File: src/rtl/seq_pattern_tx.sv
// seq_pattern_tx: serial MSB-first pattern transmitter with repeat count and optional idle gap
module seq_pattern_tx #(
    parameter int PAT_W = 4,
    parameter int CNT_W = 8
) (
    input  logic             clk,
    input  logic             rst,
    input  logic [PAT_W-1:0] pat_in,
    input  logic [CNT_W-1:0] rpt_cnt,
    input  logic             gap_en,
    input  logic             pat_valid,
    output logic             pat_ready,
    output logic             out_bit,
    output logic             out_valid,
    output logic             busy,
    output logic             done
);
    localparam int BC_W = $clog2(PAT_W);
    localparam logic [BC_W-1:0] BIT_MAX = BC_W'(PAT_W - 1);
    typedef enum logic [1:0] {IDLE, SHIFT, GAP, DONE} state_t;
    state_t             state_q, state_d;
    logic [PAT_W-1:0]   pat_q, pat_d, sh_q, sh_d;
    logic [BC_W-1:0]    bit_q, bit_d;
    logic [CNT_W-1:0]   rpt_q, rpt_d;
    logic               gap_q, gap_d;
    assign pat_ready = state_q == IDLE;
    assign busy      = state_q != IDLE;
    assign out_valid = state_q == SHIFT;
    assign out_bit   = out_valid & sh_q[PAT_W-1];
    assign done      = state_q == DONE;
    // state and datapath registers, cleared by synchronous reset
    always_ff @(posedge clk) begin
        if (rst) begin
            state_q <= IDLE;
            pat_q   <= '0;
            sh_q    <= '0;
            bit_q   <= '0;
            rpt_q   <= '0;
            gap_q   <= 1'b0;
        end else begin
            state_q <= state_d;
            pat_q   <= pat_d;
            sh_q    <= sh_d;
            bit_q   <= bit_d;
            rpt_q   <= rpt_d;
            gap_q   <= gap_d;
        end
    end
    // next-state: accept in IDLE, shift out bits, reload or gap between repetitions
    always_comb begin
        state_d = state_q;
        pat_d   = pat_q;
        sh_d    = sh_q;
        bit_d   = bit_q;
        rpt_d   = rpt_q;
        gap_d   = gap_q;
        case (state_q)
            IDLE: if (pat_valid) begin
                pat_d   = pat_in;
                sh_d    = pat_in;
                rpt_d   = (rpt_cnt == '0) ? CNT_W'(1) : rpt_cnt;
                gap_d   = gap_en;
                bit_d   = BIT_MAX;
                state_d = SHIFT;
            end
            SHIFT: begin
                sh_d = {sh_q[PAT_W-2:0], 1'b0};
                if (bit_q != '0) begin
                    bit_d = bit_q - 1'b1;
                end else if (rpt_q > CNT_W'(1)) begin
                    rpt_d = rpt_q - 1'b1;
                    if (gap_q) begin
                        state_d = GAP;
                    end else begin
                        sh_d  = pat_q;
                        bit_d = BIT_MAX;
                    end
                end else begin
                    state_d = DONE;
                end
            end
            GAP: begin
                sh_d    = pat_q;
                bit_d   = BIT_MAX;
                state_d = SHIFT;
            end
            DONE:    state_d = IDLE;
            default: state_d = IDLE;
        endcase
    end
endmodule

File: config.mk
export PLATFORM = sky130hd
export DESIGN_NAME = seq_pattern_tx
export DESIGN_NICKNAME = d
export VERILOG_FILES = /design/src/rtl/seq_pattern_tx.sv
export SDC_FILE = /design/constraint.sdc
export NUM_CORES = 1
export LEC_CHECK = 0
export ABC_AREA = 1
export CAP_MARGIN = 40
export CORE_MARGIN = 2
export CORE_UTILIZATION = 40
export DETAILED_ROUTE_END_ITERATION = 10
export GPL_TIMING_DRIVEN = 1
export HOLD_SLACK_MARGIN = 0.12
export PLACE_DENSITY = 0.62
export SLEW_MARGIN = 40
export SYNTH_ARGS = -nofsm -noshare
export SYNTH_HDL_FRONTEND = slang
export SYNTH_SLANG_ARGS = --single-unit
File: constraint.sdc
create_clock -name clk -period 3.25 [get_ports clk]
set_input_delay 0.325 -clock clk [delete_from_list [all_inputs] [get_ports clk]]
set_output_delay 0.325 -clock clk [all_outputs]
set_load 0.03 [all_outputs]
# Word level (Yosys, flattened, before mapping)
# Cells that the tools add are included.
classes:
  addsub: 2
  magnitude_cmp: 1
  n_eq_ne: 9
  muxes: 20
  n_bitwise: 1
  n_reduce_logical: 11
ops:
  columns: ["cell", "count"]
  rows:
  - ["$mux 8", 4]
  - ["$mux 2", 8]
  - ["$mux 4", 4]
  - ["$pmux 8 s2", 1]
  - ["$pmux 4 s3", 1]
  - ["$gt 8x1->1 const B", 1]
  - ["$logic_not 8->1", 1]
  - ["$pmux 2 s4", 1]
  - ["$reduce_and 4->1", 2]
  - ["$sub 8x1->8 const B", 1]
  - ["$pmux 2 s3", 1]
  - ["$reduce_bool 2->1", 3]
  - ["$eq 2x2->1 const B", 2]
  - ["$ne 2x2->1 const B", 2]
  - ["$reduce_and 2->1", 2]
  - ["$ne 3x1->1 const B", 1]
  - ["$ne 3x2->1 const B", 1]
  - ["$ne 3x3->1 const B", 1]
  - ["$reduce_and 3->1", 1]
  - ["$reduce_bool 3->1", 1]
  - ["$eq 2x1->1 const B", 1]
  - ["$logic_not 2->1", 1]
  - ["$ne 2x1->1 const B", 1]
  - ["$sub 2x1->2 const B", 1]
  - ["$and 1x1->1", 1]
totals:
  regBits: 21
  inputBits: 16
  out_inout_bits: 5
  word_cells: 50

# Depth between registers and ports, before layout
# Gate-level depths: netlist of run 1.
logic_depth:
  depth_word: 4
  mapped_depth: 11
  ltp_nobuf: 11

# Worst setup path after synthesis of run 1
# No wires, ideal clock.
synth_path:
  path_kind: "flip-flop to flip-flop"
  startpoint: "register state_q[1]"
  endpoint: "register rpt_q[1]"
  setup_time_ns: 0.119
  t_arrival_ns: 1.622
  required_ns: 3.131
  slack_ns: 1.509
  stages_incl_launch_ff: 11
  path_buffers: 0
  period_less_slack_ns: 1.741
  path_cell_list: "dfxtp_1 > inv_1 > ha_1 > inv_2 > or2_1 > nand2_2 > nor2_4 > nand2_8 > inv_4 > o21ai_1 > nor2_1"
synth_between:
  elab_chain_len: 3
  elab_cells_between_ends: 8
  cone_classes: "eq/ne: 4; mux: 1; reduce/logical: 3"
synth_lines:
  columns: ["element", "line", "rtl"]
  rows:
  - ["start: declaration", "21", "state_t state_q, state_d;"]
  - ["start signal: assignment", "41", "state_q <= state_d;"]
  - ["$eq 2x1->1 (*)", null, null]
  - ["via out_valid", "14", "output logic out_valid,"]
  - ["$ne 2x1->1 (no line) (tied with other cells)", null, null]
  - ["$reduce_and 4->1 (no line)", null, null]
  - ["end signal: assignment", "45", "rpt_q <= rpt_d;"]
  - ["end: declaration", "24", "logic [CNT_W-1:0] rpt_q, rpt_d;"]
# The timed path passes the listed nets; every way through them passes the cells marked *.
# A chain may end at the register's enable or synchronous reset.

# Worst setup path after layout of run 1
layout_path:
  startpoint: "register state_q[1]"
  endpoint: "output out_bit"
layout_between:
  elab_chain_len: 2
layout_lines:
  columns: ["element", "line", "rtl"]
  rows:
  - ["$eq 2x1->1", "28", "assign out_valid = state_q == SHIFT;"]
  - ["$and 1x1->1", "29", "assign out_bit = out_valid & sh_q[PAT_W-1];"]
  - ["end: declaration", "13", "output logic out_bit,"]
# Every way passes these cells.

==> results of run 1 <==
-- sequential cells by signal (all words and copies together) (netlist names) --
| name | cells |
|---|---|
| sh_q | 4 |
| gap_q | 1 |
| state_q | 2 |
| pat_q | 4 |
| rpt_q | 8 |
| bit_q | 2 |
-- power by group through the flow --
stage / Combinational, W / Clock [W] / Sequential (W)
detailed placement: 0.00104 / 0 / 0.000432
global route: 0.00117 / 0.000145 / 0.000441
CTS: 0.00105 / 0.000135 / 0.000426
finish: 0.00104 / 0.000131 / 0.000426
floorplan: 0.000814 / 0 / 0.000415
global placement: 0.00103 / 0 / 0.000428
-- Yosys cell counts (all sizes together) (2+ instances only) --
cell / count
nand4: 4
o21ai: 19
nand3: 13
nand2: 35
nor2: 18
a211oi: 2
ha: 8
nor3: 2
dfxtp: 21
xor2: 4
inv: 32
clkbuf: 3
a21oi: 31
-- through the flow --
stage | std cells | utilization (%) | setup WS, ps | instance area [sq um]
global route | 259 | 51.1 | 600 | 1570
global placement | 255 | 50.2 | 1180 | 1550
detailed placement | 255 | 50.2 | 1120 | 1550
CTS | 259 | 51.1 | 780 | 1570
finish | 259 | 51.1 | 792 | 1570
floorplan | 195 | - | 1510 | 1310
-- cells by family after synthesis --
logic type,Yosys count,share of synthesized area (%)
and+or+nand+nor,73,25.4
AOI/OAI and AO/OA,53,21.5
buffers and inverters,36,10.5
DFF,21,32.2
adders and majority gates,8,7.67
xor gates and xnor gates,4,2.68
-- worst paths after layout --
| check | start | endpoint | slack (ps) |
|---|---|---|---|
| max reg2reg | state_q[1]$_SDFFE_PP0P_ | rpt_q[7]$_SDFFE_PP0P_ | 1120 |
| min | sh_q[2]$_SDFFE_PP0P_ | sh_q[2]$_SDFFE_PP0P_ | 480 |
| max | state_q[1]$_SDFFE_PP0P_ | out_bit | 790 |
| min reg2reg | sh_q[2]$_SDFFE_PP0P_ | sh_q[2]$_SDFFE_PP0P_ | 480 |
-- worst register-to-register path, cell delays in order (launching register included) --
cell     delay [ps]
dfxtp_1         380
inv_1           100
ha_1            510
inv_2           260
or2_1           300
nand2_2          90
nor2_4           50
nand2_8          90
a21oi_1          60
o21ai_1          90
a21oi_1          80
-- layout make-up --
type                    count  area share (%)
clock buffers               4            1.67
repair buffers             20            12.7
multi-input cells         138            47.5
well taps                  44            3.50
inverters                  32            7.80
flip-flops and latches     21            26.8
-- metal layers --
layer,part of all wire (%),vias to the layer above
met5,0,-
met4,1.4,0
met3,2.2,5
met2,51,16
met1,46,614
li1,-,680
==> summary.md, run 1 <==
| Metric | Value |
|---|---|
| Worst slew margin relative to its limit | `62.4%` |
| Worst Hold Class | `reg2reg` |
| CP top delay family | `buffers and inverters` |
| Total iterations of the first detailed-routing run | `4` |
| Clock share of power | `8.2%` |
| Skew-Pair Late Insertion Delay | `310 ps` |
| Clock root cell | `clkbuf_4` |
| Number of diodes | `0` |
| Critical Setup Path Class | `reg2out` |
| Starting DRT DRC Count | `56` |
| Clock-pin slew reported for the worst setup and hold paths after clock tree synthesis | `120 ps` |
| WHS Path Cells | `2` |
| Clock tree from TritonCTS | `yes` |
| Max-slew violation total from the final report | `0` |
| Register area | `420 sq um` |
| Post-Route Hold Slack | `476 ps` |
| Starting Density | `42.4%` |
| Share of layout cells above drive strength 1 | `4.65%` |
| Max capacitance violation total | `0` |
| Most common cell after layout, fill and taps aside | `nand2_1` |
| Final clock period utilization by the worst path | `75.6%` |
| Via count of the routed design | `1315` |
| Met2 usage in global routing | `33.3%` |
| RSZ-0062 raised after global routing | `no` |
| Fill cells | `354` |
| Prevailing post-synth register cell | `dfxtp_1` |
| Startpoint type of the worst setup path | `register` |
| Number of buffers created by CTS | `3` |
| Maximum achievable frequency | `407 MHz` |
| WL/cell | `11.7 um` |
| Synth Area per Inst | `6.69 sq um` |
| Proportion of synthesized flip-flops having asynchronous set or reset | `0%` |
| Post_cts resized | `0` |
| Nets | `240` |
| Clk buf depth | `2` |
| Via-per-instance ratio | `5.08` |
| Syn Nets | `219` |
| Kind of end point of the critical path | `output port` |
| Worst Tran Pin Value | `563 ps` |
| Die outline height | `61.1 um` |
| GP Congestion | `0.823` |
| Number of flip-flops and latches in the synthesized netlist | `21` |
| Synth Warn # | `0` |
| Total detailed-routing wirelength | `3.04 mm` |
| Synthesized cell area | `1310 sq um` |
| Largest incremental delay on the critical path | `660 ps` |
| Biggest area contributors in the synthesized netlist | `dfxtp_1 (32%), a21oi_1 (12%), nand2_1 (9.5%), inv_1 (8.6%), ha_1 (7.7%)` |
| Most utilized layer in the global route result | `met2` |
| Internal Pwr Total | `0.000778 W` |
| Post-route DRC violation count | `0` |
| Number of top-level design ports | `21` |
| Yosys top cell by area | `dfxtp_1` |
| Sequential fraction of design power | `26.7%` |
| Cell mode on critical path | `inv_1` |
| Synthesized instance count | `195` |
| Aggregate negative setup slack | `0 ps` |
| Die area | `3740 sq um` |
| Worst supply voltage drop on vdd | `0.346 mV` |
| Clock tree sinks | `21` |
| Number of levels the H-tree was split into | `1` |
| Global-route track usage on met1 | `22.1%` |
| Result of the run | `finished clean` |
| Global Route met3 Usage | `1.89%` |
| Clock skew | `5.24 ps` |
| Site Rows | `20` |
| Setup violation total in the final timing report | `0` |
| Slowest library cell on the worst path | `clkdlybuf4s50_1` |
| Cells along the critical path | `inv_1 > ha_1 > nand2_1 > inv_1 > clkdlybuf4s50_1` |
| Overall global routing resource usage | `18.3%` |
| Leakage | `0.689 nW` |
| Fraction of power spent switching nets | `51.3%` |
| Number of buffers added for setup after CTS | `0` |
| Worst endpoint data arrival time | `2130 ps` |
| Highest-count cells in the layout ignoring fill and taps | `nand2_1 (33), inv_1 (30), a21oi_1 (30), dfxtp_1 (21), clkdlybuf4s50_1 (20)` |
| Area growth syn-to-layout | `20.4%` |
| GR Overflow Total | `0` |
| Number of global-route vias before repair | `1221` |
| HPWL reported at the end of detailed placement | `2.33 mm` |
| Port buffer count | `20` |
| Unique cell type count in the Yosys netlist | `24` |
| Number of flops mapped to enable cells by yosys | `0` |
| Antenna violations before repair | `0` |
| Die W | `61.1 um` |
| Cell depth of the worst setup path | `5` |
| Number of buffers inserted by hold repair at cts | `0` |
| Worst Path Required | `2920 ps` |
| Crit path buf inv count | `3` |
| Crit path max fanout | `16` |
| Number of hold-slack violations in the final timing report | `0` |
| Combinational Power Share | `65.0%` |
| Antenna Nets Post-Route | `0` |
| Power density relative to cell area | `1020 nW/um^2` |
| Length in cells of the worst reg-to-reg path | `10` |
| Wire length of the first global-routing pass | `5.16 mm` |
| Final period demand of the worst path | `2460 ps` |
| Multi-input gate area | `747 sq um` |
| Overall Power | `0.00160 W` |
| Placeable core region | `3080 sq um` |
| Pin count of the biggest net entering global routing | `17` |
| Sequential-to-total area share from yosys stat | `32.2%` |
| Switching power total | `0.000818 W` |
| Area share of the largest cell type after synthesis | `32.2%` |
No activity file was read; power rests on OpenSTA's default activity.
==> run 2: changes to the inputs <==
PLACE_DENSITY = 0.64   (was 0.62)
clock period = 2.05 ns   (was 3.25 ns; I/O delays follow)
==> summary.md, run 2 (synthesis gave the netlist of run 1 again) <==
| Metric | Value |
|---|---|
| Via count of the routed design | `1288 (-2.1%)` |
| Endpoint of the worst-slack reg-to-reg timing path | `rpt_q[7]$_SDFFE_PP0P_` |
| Nets | `243 (+1.3%)` |
| Die W | `61.1 um (unchanged)` |
| Highest-count cells in the layout ignoring fill and taps | `nand2_1 (33), inv_1 (30), a21oi_1 (30), dfxtp_1 (21)` |
| Length in cells of the worst reg-to-reg path | `11 (+1)` |
| Cell area after layout | `1600 sq um (+1.7%)` |
| Placed inst area | `1570 sq um (+1.5%)` |
| Number of hold-slack violations in the final timing report | `0 (unchanged)` |
| End point of the most critical hold path | `sh_q[1]$_SDFFE_PP0P_` |
| Origin of the worst setup path | `state_q[1]$_SDFFE_PP0P_` |
| Setup violation total in the final timing report | `0 (unchanged)` |
| HPWL reported at the end of detailed placement | `2.33 mm (about the same)` |
| Maximum achievable frequency | `540 MHz` |
| Area growth syn-to-layout | `22.4%` |
| Placeable core region | `3080 sq um (unchanged)` |
| WL/cell | `11.3 um (-3.8%)` |
| Worst Tran Pin Value | `353 ps (-211 ps)` |
| Origin of the worst min-delay path | `sh_q[1]$_SDFFE_PP0P_` |
| Overall Power | `0.00252 W (+58%)` |
| Share of layout cells above drive strength 1 | `5.96% (+1.3 points)` |
| Final period demand of the worst path | `1850 ps` |
| Post-route DRC violation count | `0 (unchanged)` |
| Pin count of the biggest net entering global routing | `16 (-1)` |
| Wire length of the first global-routing pass | `5.27 mm (+2.1%)` |
| GR Overflow Total | `0 (unchanged)` |
| Reg-to-reg slack, setup | `240 ps (-880 ps)` |
| Clock skew | `12.4 ps (+7.18 ps)` |
| Non-filler cells, final | `262 (+1.2%)` |
| Kind of end point of the critical path | `output port` |
| Total detailed-routing wirelength | `2.96 mm (-2.7%)` |
| Worst supply voltage drop on vdd | `0.529 mV (+53%)` |
| Worst slew margin relative to its limit | `76.5% (+14 points)` |
| Clock tree from TritonCTS | `yes` |
| Number of top-level design ports | `21 (unchanged)` |
| Antenna Nets Post-Route | `0 (unchanged)` |
| Fill cells | `306 (-14%)` |
| Clk buf depth | `2 (unchanged)` |
| Port buffer count | `20 (unchanged)` |
| Skew-Pair Late Insertion Delay | `300 ps (about the same)` |
| Max reg flops | `8 (unchanged)` |
| Number of buffers inserted by hold repair at cts | `0 (unchanged)` |
| GP Congestion | `0.865 (+5.1%)` |
| Biggest register | `rpt_q` |
| Clock tree sinks | `21 (unchanged)` |
| Clock-pin slew reported for the worst setup and hold paths after clock tree synthesis | `120 ps (about the same)` |
| Number of levels the H-tree was split into | `1 (unchanged)` |
| Max-slew violation total from the final report | `0 (unchanged)` |
| Final clock period utilization by the worst path | `90.4%` |
| Number of placed instances, taps included | `258 (+1.2%)` |
| Number of buffers created by CTS | `3 (unchanged)` |
| Worst Path Required | `1850 ps (-1070 ps)` |
| WHS Path Cells | `2 (unchanged)` |
| Die area | `3740 sq um (unchanged)` |
| Startpoint type of the worst setup path | `register` |
| RSZ-0062 raised after global routing | `no` |
| Number of global-route vias before repair | `1268 (+3.8%)` |
| Total iterations of the first detailed-routing run | `4 (unchanged)` |
| Worst Hold Class | `reg2reg` |
| Fraction of the core area covered by cells at the end of the flow | `51.9% (+0.85 points)` |
| Overall global routing resource usage | `18.8% (+0.51 points)` |
| Leakage | `0.730 nW (+5.8%)` |
| Starting DRT DRC Count | `67 (+20%)` |
| Power density relative to cell area | `1580 nW/um^2 (+56%)` |
| Number of buffers added for setup after CTS | `0 (unchanged)` |
| Max capacitance violation total | `0 (unchanged)` |
| Startpoint of the worst-slack reg-to-reg timing path | `state_q[1]$_SDFFE_PP0P_` |
| Critical Setup Path Class | `reg2out` |
| Clock root cell | `clkbuf_4` |
| Worst endpoint data arrival time | `1650 ps (-480 ps)` |
| Die outline height | `61.1 um (unchanged)` |
| Most common cell after layout, fill and taps aside | `nand2_1` |
| Aggregate negative setup slack | `0 ps (unchanged)` |
| Number of diodes | `0 (unchanged)` |
| Largest regs | `rpt_q (8), pat_q (4), sh_q (4)` |
| Via-per-instance ratio | `4.92 (-3.2%)` |
| Starting Density | `42.4% (unchanged)` |
| Result of the run | `finished clean` |
| Site Rows | `20 (unchanged)` |
| Crit path max fanout | `5 (-11)` |
| Antenna violations before repair | `0 (unchanged)` |
run 2: layout make-up:
type                    count  area [sq um]  area share, %
repair buffers             23           226           14.2
well taps                  44          55.1           3.45
clock buffers               4          26.3           1.64
multi-input cells         138           747           46.8
flip-flops and latches     21           420           26.3
inverters                  32           123           7.67
run 2: worst max-delay path by stage:
stage / endpoint / cells after the start / slack (ps)
2_1_floorplan: rpt_q[1]$_SDFFE_PP0P_ / 10 / 310
3_3_place_gp: rpt_q[7]$_SDFFE_PP0P_ / 11 / 350
3_5_place_dp: rpt_q[7]$_SDFFE_PP0P_ / 11 / 270
4_1_cts: pat_ready / 3 / 10
5_1_grt: rpt_q[7]$_SDFFE_PP0P_ / 11 / 80
6_report: out_valid / 3 / 200
run 2: where the power goes:
group          switching (W)  leakage, nW  total (W)  internal, W
Sequential          0.000107        0.174   0.000678     0.000571
Clock               0.000122       0.0150   0.000198    0.0000758
Combinational        0.00105        0.541    0.00165     0.000601
run 2: per-layer routing:
| metal | share of wire [%] | wire [um] | track usage (%) | vias to the layer above |
|---|---|---|---|---|
| met5 | 0 | 0 | 0 | - |
| met1 | 45 | 1340 | 24.3 | 573 |
| met2 | 49 | 1450 | 30.7 | 29 |
| met3 | 5.0 | 147 | 2.94 | 2 |
| li1 | - | - | - | 684 |
| met4 | 0.74 | 22 | 8.70 | 0 |
run 2: timing repair:
item                                   CTS  global route
setup endpoints to repair                1             2
resized for setup                        1             2
endpoints found under the hold margin    0             0
pin swaps                                0             0
run 2: critical path: stages, from the launching register on:
cell	delay (ps)
dfxtp_1	370
inv_1	90
ha_1	190
clkdlybuf4s50_1	690
run 2: through the flow:
| step | setup slack, ps | hold WS, ps |
|---|---|---|
| 6_report | 197 | 473 |
| 5_1_grt | 77.6 | 498 |
| 4_1_cts | 11.4 | 479 |
| 3_5_place_dp | 268 | 461 |
| 3_3_place_gp | 348 | 451 |
| 2_1_floorplan | 309 | 352 |
